### config.mk
export PLATFORM = sky130hd
export DESIGN_NAME = rtc_alarm_clock
export DESIGN_NICKNAME = d
export VERILOG_FILES = /design/src/rtl/rtc_alarm_clock.sv
export SDC_FILE = /design/constraint.sdc
export NUM_CORES = 1
export LEC_CHECK = 0
export BUFFER_PORTS_ARGS = -buffer_cell sky130_fd_sc_hd__buf_2
export CORE_MARGIN = 1.5
export CORE_UTILIZATION = 57
export DETAILED_ROUTE_END_ITERATION = 8
export GPL_TIMING_DRIVEN = 0
export PLACE_DENSITY = 0.79
export SLEW_MARGIN = 20
export SYNTH_ARGS = -nofsm -noshare
export SYNTH_HDL_FRONTEND = slang
export SYNTH_SLANG_ARGS = --single-unit
export TNS_END_PERCENT = 1
### constraint.sdc
create_clock -name clk -period 3.98 [get_ports clk]
set_clock_uncertainty 0.15 [all_clocks]
set_input_delay 0.796 -clock clk [delete_from_list [all_inputs] [get_ports clk]]
set_output_delay 0.796 -clock clk [all_outputs]
set_load 0.02 [all_outputs]
### src/rtl/rtc_alarm_clock.sv
// HH:MM:SS clock with prescaler, runtime set, 12/24h display and a single alarm
// with ringing/snooze states, snooze re-arm and ring auto-timeout.
module rtc_alarm_clock #(
  parameter int unsigned TICKS_PER_SEC = 1,
  parameter int unsigned SNOOZE_MIN    = 5,
  parameter int unsigned RING_MAX_MIN  = 10
) (
  input  logic        clk,
  input  logic        reset,
  input  logic        mode_12h,
  input  logic        set_en,
  input  logic [4:0]  set_hours,
  input  logic [5:0]  set_minutes,
  input  logic [5:0]  set_seconds,
  input  logic        alarm_wr,
  input  logic [4:0]  alarm_hours,
  input  logic [5:0]  alarm_minutes,
  input  logic        alarm_en,
  input  logic        snooze,
  input  logic        alarm_ack,
  output logic [5:0]  seconds,
  output logic [5:0]  minutes,
  output logic [4:0]  hours,
  output logic [4:0]  disp_hours,
  output logic        pm,
  output logic [15:0] bcd_time,
  output logic        sec_pulse,
  output logic        blink,
  output logic        set_err,
  output logic        alarm_active
);

  localparam int unsigned PW        = (TICKS_PER_SEC > 1) ? $clog2(TICKS_PER_SEC) : 1;
  localparam logic [PW-1:0] PRESC_MAX = PW'(TICKS_PER_SEC - 1);
  localparam logic [6:0] SNZ_ADD    = 7'(SNOOZE_MIN);
  localparam logic [5:0] RING_LAST  = 6'(RING_MAX_MIN - 1);

  typedef enum logic [1:0] {IDLE, RINGING, SNOOZE} state_e;

  state_e        state_q, state_d;
  logic [PW-1:0] presc_q, presc_d;
  logic [5:0]    sec_q, sec_d, min_q, min_d;
  logic [4:0]    hr_q, hr_d;
  logic [4:0]    alarm_h_q, alarm_h_d;
  logic [5:0]    alarm_m_q, alarm_m_d;
  logic [4:0]    snz_h_q, snz_h_d;
  logic [5:0]    snz_m_q, snz_m_d;
  logic [5:0]    ring_cnt_q, ring_cnt_d;
  logic          sec_pulse_q, sec_pulse_d;
  logic          set_err_q, set_err_d;
  logic          alarm_active_q, alarm_active_d;

  logic       tick, time_ok, alarm_ok, set_load, adv, sec_wrap, min_wrap, min_carry;
  logic       match_alarm, match_snz;
  logic [5:0] inc_sec, inc_min, tgt_m;
  logic [4:0] inc_hr, tgt_h, disp_h;
  logic [6:0] snz_sum;

  function automatic logic [7:0] to_bcd(input logic [5:0] v);
    logic [7:0] r;
    r[7:4] = 4'(v / 6'd10);
    r[3:0] = 4'(v % 6'd10);
    return r;
  endfunction

  // Timekeeping datapath: prescaler, advance/carry, set and alarm register loads
  always_comb begin
    tick      = (presc_q == PRESC_MAX);
    time_ok   = (set_hours <= 5'd23) && (set_minutes <= 6'd59) && (set_seconds <= 6'd59);
    alarm_ok  = (alarm_hours <= 5'd23) && (alarm_minutes <= 6'd59);
    set_load  = set_en && time_ok;
    adv       = tick && !set_load;
    sec_wrap  = (sec_q == 6'd59);
    min_wrap  = (min_q == 6'd59);
    min_carry = adv && sec_wrap;
    inc_sec   = sec_wrap ? 6'd0 : sec_q + 6'd1;
    inc_min   = sec_wrap ? (min_wrap ? 6'd0 : min_q + 6'd1) : min_q;
    inc_hr    = (sec_wrap && min_wrap) ? ((hr_q == 5'd23) ? 5'd0 : hr_q + 5'd1) : hr_q;

    presc_d   = tick ? '0 : presc_q + PW'(1);
    sec_d     = sec_q;
    min_d     = min_q;
    hr_d      = hr_q;
    alarm_h_d = alarm_h_q;
    alarm_m_d = alarm_m_q;
    if (set_load) begin
      presc_d = '0;
      sec_d   = set_seconds;
      min_d   = set_minutes;
      hr_d    = set_hours;
    end else if (tick) begin
      sec_d = inc_sec;
      min_d = inc_min;
      hr_d  = inc_hr;
    end
    if (alarm_wr && alarm_ok) begin
      alarm_h_d = alarm_hours;
      alarm_m_d = alarm_minutes;
    end
    sec_pulse_d = adv;
    set_err_d   = (set_en && !time_ok) || (alarm_wr && !alarm_ok);

    match_alarm = adv && (inc_hr == alarm_h_q) && (inc_min == alarm_m_q) && (inc_sec == 6'd0);
    match_snz   = adv && (inc_hr == snz_h_q) && (inc_min == snz_m_q) && (inc_sec == 6'd0);

    // Snooze target is the current time plus SNOOZE_MIN, wrapping through midnight
    snz_sum = 7'(min_q) + SNZ_ADD;
    if (snz_sum >= 7'd60) begin
      tgt_m = 6'(snz_sum - 7'd60);
      tgt_h = (hr_q == 5'd23) ? 5'd0 : hr_q + 5'd1;
    end else begin
      tgt_m = 6'(snz_sum);
      tgt_h = hr_q;
    end
  end

  // Alarm FSM: priority !alarm_en > ack > snooze > timeout > match
  always_comb begin
    state_d    = state_q;
    ring_cnt_d = ring_cnt_q;
    snz_h_d    = snz_h_q;
    snz_m_d    = snz_m_q;
    case (state_q)
      IDLE: begin
        if (alarm_en && match_alarm) begin
          state_d    = RINGING;
          ring_cnt_d = '0;
        end
      end
      RINGING: begin
        if (!alarm_en || alarm_ack) begin
          state_d = IDLE;
        end else if (snooze) begin
          state_d = SNOOZE;
          snz_h_d = tgt_h;
          snz_m_d = tgt_m;
        end else if (min_carry) begin
          if (ring_cnt_q == RING_LAST) state_d = IDLE;
          else ring_cnt_d = ring_cnt_q + 6'd1;
        end
      end
      SNOOZE: begin
        if (!alarm_en || alarm_ack) begin
          state_d = IDLE;
        end else if (match_snz) begin
          state_d    = RINGING;
          ring_cnt_d = '0;
        end
      end
      default: state_d = IDLE;
    endcase
    alarm_active_d = (state_d == RINGING);
  end

  always_ff @(posedge clk or posedge reset) begin
    if (reset) begin
      state_q        <= IDLE;
      presc_q        <= '0;
      sec_q          <= '0;
      min_q          <= '0;
      hr_q           <= '0;
      alarm_h_q      <= '0;
      alarm_m_q      <= '0;
      snz_h_q        <= '0;
      snz_m_q        <= '0;
      ring_cnt_q     <= '0;
      sec_pulse_q    <= 1'b0;
      set_err_q      <= 1'b0;
      alarm_active_q <= 1'b0;
    end else begin
      state_q        <= state_d;
      presc_q        <= presc_d;
      sec_q          <= sec_d;
      min_q          <= min_d;
      hr_q           <= hr_d;
      alarm_h_q      <= alarm_h_d;
      alarm_m_q      <= alarm_m_d;
      snz_h_q        <= snz_h_d;
      snz_m_q        <= snz_m_d;
      ring_cnt_q     <= ring_cnt_d;
      sec_pulse_q    <= sec_pulse_d;
      set_err_q      <= set_err_d;
      alarm_active_q <= alarm_active_d;
    end
  end

  // Display formatting is a pure decode of the time registers
  always_comb begin
    if (hr_q == 5'd0)       disp_h = 5'd12;
    else if (hr_q > 5'd12)  disp_h = hr_q - 5'd12;
    else                    disp_h = hr_q;
    disp_hours = mode_12h ? disp_h : hr_q;
    pm         = (hr_q >= 5'd12);
    bcd_time   = {to_bcd(6'(disp_hours)), to_bcd(min_q)};
  end

  assign seconds      = sec_q;
  assign minutes      = min_q;
  assign hours        = hr_q;
  assign blink        = sec_q[0];
  assign sec_pulse    = sec_pulse_q;
  assign set_err      = set_err_q;
  assign alarm_active = alarm_active_q;

endmodule

==> results of run 1 <==
logic make-up after synthesis:
family,Yosys count
AO/OA/AOI/OAI,161
XOR/XNOR,18
flip-flops,50
other,1
adder cells (fa/ha/maj),17
buffers and inverters,59
AND/OR/NAND/NOR,189
multiplexers,23
area by class of cell:
class | instances | share of cell area (%)
clock inverters | 2 | 0.768
clock buffers | 6 | 1.63
repair buffers | 79 | 8.27
well taps | 99 | 2.45
inverters | 22 | 1.71
multi-input cells | 412 | 56.2
plain buffers | 37 | 4.21
flip-flops and latches | 50 | 24.8
worst max-delay path by stage:
stage	from	to	slack, ps
finish	hours[0]	bcd_time[11]	30
floorplan	hours[2]	bcd_time[11]	1
detailed placement	hours[3]	bcd_time[11]	6
global route	hours[0]	bcd_time[11]	-110
CTS	hours[0]	bcd_time[11]	5
global placement	hours[3]	bcd_time[11]	100
power by group:
group	internal (mW)	total [mW]	switching (mW)	leakage, nW
Sequential	0.572	0.661	0.0892	0.590
Clock	0.207	0.405	0.197	0.0618
Combinational	0.467	1.18	0.715	1.60
per-layer routing:
layer | global-route usage (%) | vias to the layer above | part of all wire (%)
li1 | - | 2093 | -
met1 | 41.7 | 2155 | 42
met2 | 53.7 | 230 | 48
met3 | 4.02 | 35 | 6.4
met4 | 12.4 | 0 | 3.3
met5 | 0 | - | 0
synth_stat cells (all sizes together), types with 4 or more instances:
| cell type | count |
|---|---|
| and3 | 9 |
| nor4 | 6 |
| nand3 | 16 |
| or4 | 7 |
| and2 | 4 |
| clkbuf | 18 |
| nand4 | 9 |
| a2bb2oi | 7 |
| dfrtp | 50 |
| o21ai | 43 |
| ha | 17 |
| nor3 | 13 |
| a21boi | 6 |
| mux2i | 11 |
| buf | 19 |
| a211o | 6 |
| inv | 21 |
| nor2 | 29 |
| mux2 | 12 |
| nor2b | 6 |
| o22ai | 6 |
| a31oi | 12 |
| o211a | 4 |
| o31ai | 7 |
| nand2 | 59 |
| xnor2 | 16 |
| a2111oi | 5 |
| nand3b | 4 |
| o41ai | 4 |
| a211oi | 4 |
| nand2b | 8 |
| nand4b | 5 |
| a21oi | 30 |
sequential cells by signal, indices dropped and copies added (netlist names), 5 cells and up:
name / cells
alarm_h_q: 5
hours: 5
seconds: 6
snz_h_q: 5
alarm_m_q: 6
minutes: 6
ring_cnt_q: 6
snz_m_q: 6
per-stage QoR:
step	power, mW	instances	setup WS [ps]	hold WS [ps]	area [µm²]
6_report	2.25	707	28.8	307	5050
4_1_cts	2.19	703	4.99	323	4960
3_5_place_dp	1.79	695	6.35	338	4810
3_3_place_gp	1.75	694	96.5	332	4790
5_1_grt	2.37	707	-105	341	5050
2_1_floorplan	1.47	520	1.32	314	4290
timing repair:
action | CTS | global route
setup endpoints to repair | 2 | 8
setup buffers | 0 | 3
gates resized for setup | 9 | 17
pin swaps | 0 | 1
gates cloned | 0 | 1
cell usage in the layout (no fill, tap or decap), types with 14 or more instances in the layout:
cell,netlist,final
nand3_1,16,16
ha_1,17,16
buf_4,10,15
a21oi_1,30,30
xnor2_1,16,14
buf_2,6,80
clkbuf_1,18,14
nand2_1,58,58
o21ai_0,36,34
dfrtp_1,50,50
inv_1,21,19
nor2_1,29,29
==> metrics, run 1 <==
Crit Path Max Fanout 10; setup TNS 0 ps; final slew viol count 0; global-route wire length before repair about 20000 µm; multi-input combinational cell area 0.00284 mm²; Final Net Count 660; main combinational cell family by area after synthesis compound AO/OA/AOI/OAI gates; drt total wl about 13000 µm; Antenna Cells 0; Syn Inst Count about 520; vias in the first global route 3965; crit path launch type flop; delay-heaviest family, CP compound AO/OA/AOI/OAI gates; GR Overflow Total 0; Post-CTS Hold Buffers 0; Async SR Flop Fraction 100%; share of cells above drive strength 1 24.7%; Port Buffer Count 75; maximum vdd drop 216 µV; Synth top area share between 20% and 30%; crit path DAT between 3000 and 4000 ps; Die W 89.6 µm; Die Area approximately 0.008 mm²; Slew Limit Headroom 31.6%; routed wire length per instance ~18 µm; final core area utilization between 60% and 70%; Most used DFF post-synth dfrtp_1; reg-to-reg critical path startpoint hours[3]; fmax 253 MHz; CTS Buffer Depth 2; count of final hold-check violations 0; largest net degree at the start of global routing 33; RSZ-0062 raised after global routing yes; CP Capture Type primary output; clk_lat worst skew ~320 ps; Post-Synth Simple-Gate Area between 20% and 30%; CTS tree done; DRC 0; type of the most critical hold path in2async; via/cell ratio between 6 and 7; Cell Area, Synth roughly 0.0043 mm²; Synth Area in Adders 4.98%; yosys synthesis warning count 0; DRT Pass-1 Iters 5; FF-to-FF End ring_cnt_q[5]; Ports between 70 and 80; antenna viol nets, final 0; reg2reg setup slack 280 ps; largest stage delay on the critical path 420 ps; Synth cell types between 70 and 80; largest cells by area after synthesis dfrtp_1 29%, nand2_1 5.1%, ha_1 5.0%, o21ai_0 4.2%, a21oi_1 3.5%; Layout area overhead 18.1%; CTS root buf clkbuf_8; Crit. path cell count 14; FILL cells slightly above 600; Worst-path clk slew 100 ps; XOR/XNOR Fraction of Synth Area under 10%; Buf/Inv on CP 3; total CTS buffers 5; setup violators final 0; compound-cell area share of the yosys netlist around a quarter; H-Tree Depth 2; status complete, no violations; sequential element share of the synthesized area 29.3%; P_leak 2.25 nW; worst path cell trace buf_4, inv_1, ha_1, nand2_1, a31oi_4, nor2b_4, xnor2_2, o21a_1, mux2i_1, ha_2, a21oi_1, o21ai_1, o2bb2ai_2, buf_2; reg2reg path depth 11; syn_area_per_cell 8.25 µm²; post-DP HPWL about 9700 µm; Worst-Margin Slew approximately 1000 ps; final critical-path required period between 3000 and 4000 ps; number of core rows 31; area leader, netlist dfrtp_1; fin crit share between 90% and 100%; Setup CP Type reg2out; drt first-iter violations ~350; die extent in y between 80 and 90 µm; Slowest-stage cell, CP dfrtp_1; Placeable Area a little over 0.007 mm²; max capacitance violation total 0; PwrDens approximately 450 mW/mm²; antenna violations before repair 0; Sinks on Clock Net 50; Synth Register Bits 50; WP data required slightly above 3000 ps; register area approximately 0.0013 mm²; total track usage about a third; Vias between 4000 and 5000; gpl congestion just under 1; Starting Density 58.9%; Post-synth EDFFs 0; multiplexer share of the synthesized area under 10%
Note: power is estimated with default switching activity, not from simulation.
==> run 2: changes to the inputs <==
MAX_ROUTING_LAYER = met4   (was default)
==> metrics, run 2 (synthesized netlist as in run 1, its figures left out) <==
CTS root buf clkbuf_8 (unchanged); CTS tree done (unchanged); RSZ-0062 raised after global routing yes (unchanged); total track usage 33.2% (was 31.9%); Antenna Cells 0 (unchanged); Slowest-stage cell, CP dfrtp_1 (unchanged); global-route wire length before repair 19700 µm (was 19500 µm); final critical-path required period 3960 ps (was 3950 ps); DRT Pass-1 Iters 5 (unchanged); Post-CTS Hold Buffers 0 (unchanged); Worst-Margin Slew 1020 ps (about the same); Buf/Inv on CP 3 (unchanged); type of the most critical hold path in2async (unchanged); routed wire length per instance 18.4 µm (about the same); die extent in y 89.6 µm (unchanged); final slew viol count 0 (unchanged); worst path cell trace buf_4, inv_1, ha_1, nand2_1, a31oi_4, nor3b_1, o21ai_2, o21a_1, mux2i_1, ha_2, nor3b_2, a31oi_1, o2bb2ai_2, buf_2 (was buf_4, inv_1, ha_1, nand2_1, a31oi_4, nor2b_4, xnor2_2, o21a_1, mux2i_1, ha_2, a21oi_1, o21ai_1, o2bb2ai_2, buf_2); FF-to-FF End ring_cnt_q[1] (was ring_cnt_q[5]); fin area 0.00503 mm² (was 0.00505 mm²); Final Net Count 660 (unchanged); Die Area 0.00803 mm² (unchanged); final core area utilization 69.3% (was 69.6%); Worst-path clk slew 90 ps (was 100 ps); drt first-iter violations 303 (was 345); largest net degree at the start of global routing 34 (was 33); PwrDens 434 mW/mm² (was 445 mW/mm²); antenna violations before repair 0 (unchanged); via/cell ratio 6.21 (was 6.38); reg2reg setup slack 350 ps (was 280 ps); Post-Place Setup Slack -51.6 ps (was 6.35 ps); FILL cells 634 (was 604); share of cells above drive strength 1 24.8% (was 24.7%); H-Tree Depth 2 (unchanged); Port Buffer Count 75 (unchanged); Setup CP Type reg2out (unchanged); setup TNS 0 ps (unchanged); Ports 79 (unchanged); DRC 0 (unchanged); fin crit share 99.4% (was 99.3%); number of core rows 31 (unchanged); crit path DAT 3010 ps (about the same); delay-heaviest family, CP compound AO/OA/AOI/OAI gates (unchanged); setup violators final 0 (unchanged); largest stage delay on the critical path 410 ps (was 420 ps); total CTS buffers 5 (unchanged); reg2reg path depth 9 (was 11); antenna viol nets, final 0 (unchanged); WP data required 3030 ps (about the same); CP Capture Type primary output (unchanged); Finished Layout Cells 707 (unchanged); Crit Path Max Fanout 10 (unchanged); gpl congestion 0.964 (was 0.991); count of final hold-check violations 0 (unchanged); Placed Instance Area 0.00481 mm² (unchanged); total power 2.18 mW (was 2.25 mW); maximum vdd drop 219 µV (was 216 µV); clk_lat worst skew 310 ps (was 320 ps); placed insts 695 (unchanged); Placeable Area 0.00725 mm² (unchanged); Starting Density 58.9% (unchanged); vias in the first global route 3973 (was 3965); crit path launch type flop (unchanged); smallest hold slack 319 ps (was 307 ps); status complete, no violations (unchanged); PnR worst setup slack 22.4 ps (was 28.8 ps); P_leak 2.25 nW (about the same); Layout area overhead 17.6% (was 18.1%); reg-to-reg critical path startpoint minutes[0] (was hours[3]); Die W 89.6 µm (unchanged); Vias 4392 (was 4513); Slew Limit Headroom 31.5% (was 31.6%); fmax 253 MHz (about the same); most frequent cells in the layout 80 x buf_2, 58 x nand2_1, 49 x dfrtp_1 (was 80 x buf_2, 58 x nand2_1, 50 x dfrtp_1); CTS Buffer Depth 2 (unchanged); max capacitance violation total 0 (unchanged); commonest non-fill, non-tap cell in the layout buf_2 (unchanged); post-DP HPWL 9700 µm (was 9690 µm); Sinks on Clock Net 50 (unchanged); drt total wl 13000 µm (about the same); GR Overflow Total 0 (unchanged)
[run 2: cell count changes in the layout (fill, tap and decap cells not counted), sizes merged]
cell      change
nand4b        -1
clkinvlp      -1
clkinv        +1
clkbuf        +2
bufinv        -1
[run 2: cell type report]
cell class	instances	area (µm²)	share of cell area [%]
Buffer	37	213	4.23
Clock buffer	7	96.3	1.92
Clock inverter	1	8.76	0.174
Inverter	22	82.6	1.64
Multi-Input combinational cell	411	2820	56.2
Sequential cell	50	1250	24.9
Tap cell	99	124	2.46
Timing Repair Buffer	80	425	8.46
[run 2: how the worst max path moves through the flow]
stage,startpoint,to,depth (start not counted)
floorplan,hours[2],bcd_time[11],11
global placement,hours[3],bcd_time[11],13
detailed placement,hours[2],bcd_time[11],13
CTS,hours[0],bcd_time[11],14
global route,hours[0],bcd_time[11],14
finish,hours[0],bcd_time[11],14
[run 2: worst register-to-register path: cells and delay by family, from the launching register on]
family	cells	cell delay, ps
buf+inv	1	290
simple gates	2	540
compound gates	5	1620
flops	1	570
fa+ha+maj	1	350
[run 2: per-layer routing]
metal | GRT usage (%) | part of all wire [%]
met1 | 43.3 | 44
met2 | 52.6 | 47
met3 | 5.39 | 7.4
met4 | 10.8 | 2.4
met5 | - | 0
[run 2: what timing repair did]
action	in CTS	in global routing
setup endpoints to repair	2	11
buffers inserted	2	2
gates resized for setup	11	15
pin swaps	1	0
[run 2: power by group]
group          internal [mW]  switching, mW
registers              0.572         0.0876
clock network          0.160          0.183
logic                  0.464          0.717
==> run 3: changes to the inputs <==
CELL_PAD_IN_SITES_DETAIL_PLACEMENT = 0   (was default)
CELL_PAD_IN_SITES_GLOBAL_PLACEMENT = 1   (was default)
CORE_UTILIZATION = 42   (was 57)
GPL_ROUTABILITY_DRIVEN = 0   (was default)
PLACE_DENSITY = 0.78   (was 0.79)
==> metrics, run 3 (synthesized netlist as in run 1, its figures left out) <==
status complete, no violations (unchanged); Post-CTS Hold Buffers 0 (unchanged); Layout area overhead 18.0% (was 17.6%); GR Overflow Total 0 (unchanged); fin crit share 97.9% (was 99.4%); Ports 79 (unchanged); antenna viol nets, final 0 (unchanged); total track usage 25.7% (was 33.2%); DRT Pass-1 Iters 5 (unchanged); commonest non-fill, non-tap cell in the layout buf_2 (unchanged); vias in the first global route 4116 (was 3973); type of the most critical hold path reg2reg (was in2async); final core area utilization 51.4% (was 69.3%); Vias 4347 (was 4392); CTS root buf clkbuf_8 (unchanged); crit path DAT 2950 ps (was 3010 ps); drt first-iter violations 391 (was 303); Net Sw Frac 44.7% (was 45.2%); clock group share of total power 17.5% (was 15.7%); P_leak 2.25 nW (about the same); PwrDens 437 mW/mm² (was 434 mW/mm²); Die W 104 µm (was 89.6 µm); die extent in y 104 µm (was 89.6 µm); Sinks on Clock Net 50 (unchanged); fmax 257 MHz (was 253 MHz); drt total wl 13300 µm (was 13000 µm); max capacitance violation total 0 (unchanged); crit path launch type flop (unchanged); number of core rows 36 (was 31); WP data required 3030 ps (about the same); Crit Path Max Fanout 10 (unchanged); Slew Limit Headroom 40.7% (was 31.5%); setup violators final 0 (unchanged); RSZ-0062 raised after global routing yes (unchanged); CTS Buffer Depth 2 (unchanged); routed wire length per instance 17.9 µm (was 18.4 µm); share of cells above drive strength 1 23.7% (was 24.8%); count of final hold-check violations 0 (unchanged); Final Net Count 659 (was 660); FILL cells 1010 (was 634); Worst-path clk slew 100 ps (was 90 ps); Antenna Cells 0 (unchanged); via/cell ratio 5.87 (was 6.21); antenna violations before repair 0 (unchanged); Worst-Margin Slew 882 ps (was 1020 ps); total CTS buffers 5 (unchanged); clk_lat worst skew 330 ps (was 310 ps); Port Buffer Count 75 (unchanged); final critical-path required period 3900 ps (was 3960 ps); H-Tree Depth 2 (unchanged); DRC 0 (unchanged); global-route wire length before repair 21700 µm (was 19700 µm); CTS tree done (unchanged); smallest hold slack 381 ps (was 319 ps); Starting Density 43.5% (was 58.9%); most frequent cells in the layout 80 x buf_2, 58 x nand2_1, 50 x dfrtp_1 (was 80 x buf_2, 58 x nand2_1, 49 x dfrtp_1); Net Sw Power 0.985 mW (was 0.987 mW); Reg power frac 30.0% (was 30.2%); CP Capture Type primary output (unchanged); final slew viol count 0 (unchanged); Pint 1.22 mW (was 1.20 mW); Setup CP Type reg2out (unchanged); Die Area 0.0108 mm² (was 0.00803 mm²); largest net degree at the start of global routing 30 (was 34); maximum vdd drop 259 µV (was 219 µV); Placeable Area 0.00982 mm² (was 0.00725 mm²); Gate power share 52.6% (was 54.1%); post-DP HPWL 10100 µm (was 9700 µm)
==> run 3: cell type report <==
cell class	count	area, µm²	share of cell area [%]
Sequential cell	50	1250	24.8
Multi-Input combinational cell	411	2800	55.4
Timing Repair Buffer	79	425	8.43
Buffer	37	210	4.17
Tap cell	133	166	3.30
Inverter	22	82.6	1.64
Clock inverter	3	43.8	0.868
Clock buffer	5	68.8	1.36
==> run 3: timing repair <==
| item | 4_1_cts | 5_1_grt |
|---|---|---|
| buffers inserted | 2 | 1 |
| resized for setup | 9 | 6 |
| pin swaps | 2 | 0 |
| setup endpoints to repair | 2 | 13 |
==> run 3: final timing paths <==
| kind | from | to | cells after the start | slack (ps) |
|---|---|---|---|---|
| max | hours[3] | bcd_time[11] | 13 | 80 |
| min | alarm_m_q[1] | alarm_m_q[1] | 1 | 380 |
| max reg2reg | minutes[0] | alarm_active | 9 | 220 |
| min reg2reg | alarm_m_q[1] | alarm_m_q[1] | 1 | 380 |
| max in group asynchronous | reset | minutes[0] | 3 | 2720 |
| min in group asynchronous | reset | alarm_h_q[3] | 2 | 410 |
==> run 3: power by group through the flow <==
stage / combinational (mW) / sequential, mW / clock, mW
after global routing: 1.27 / 0.672 / 0.411
final: 1.16 / 0.660 / 0.385
after floorplan: 0.782 / 0.692 / 0
after global placement: 1.11 / 0.667 / 0
after CTS: 1.15 / 0.658 / 0.391
after detailed placement: 1.13 / 0.669 / 0
==> run 3: worst max-delay path, stage by stage, from the launching register on <==
cell and delay (ps):
dfrtp_1 370, clkbuf_4 210, inv_1 150, or3_1 380, o21ai_2 220, nand2_1 120
inv_1 110, o21a_1 140, mux2i_1 90, ha_1 230, nor3b_1 210, a31oi_1 80
o2bb2ai_2 140, buf_2 170
==> run 3: metrics by stage <==
step / std cells / setup slack, ps / area, µm² / TNS (ps) / total power [mW]
finish: 740 / 81.7 / 5040 / 0 / 2.20
global route: 740 / -173 / 5040 / -295 / 2.35
CTS: 739 / 6.36 / 5020 / 0 / 2.20
detailed placement: 729 / 41.0 / 4860 / 0 / 1.80
global placement: 728 / 55.1 / 4830 / 0 / 1.78
floorplan: 520 / 1.32 / 4290 / 0 / 1.47
==> run 3: metal layers <==
layer / GRT usage [%] / part of all wire (%) / vias to the layer above / wire length (µm)
li1: - / - / 2098 / -
met1: 35.4 / 45 / 2057 / 6010
met2: 40.3 / 46 / 174 / 6170
met3: 3.20 / 6.5 / 18 / 865
met4: 6.55 / 1.6 / 0 / 217
met5: - / 0 / - / 0
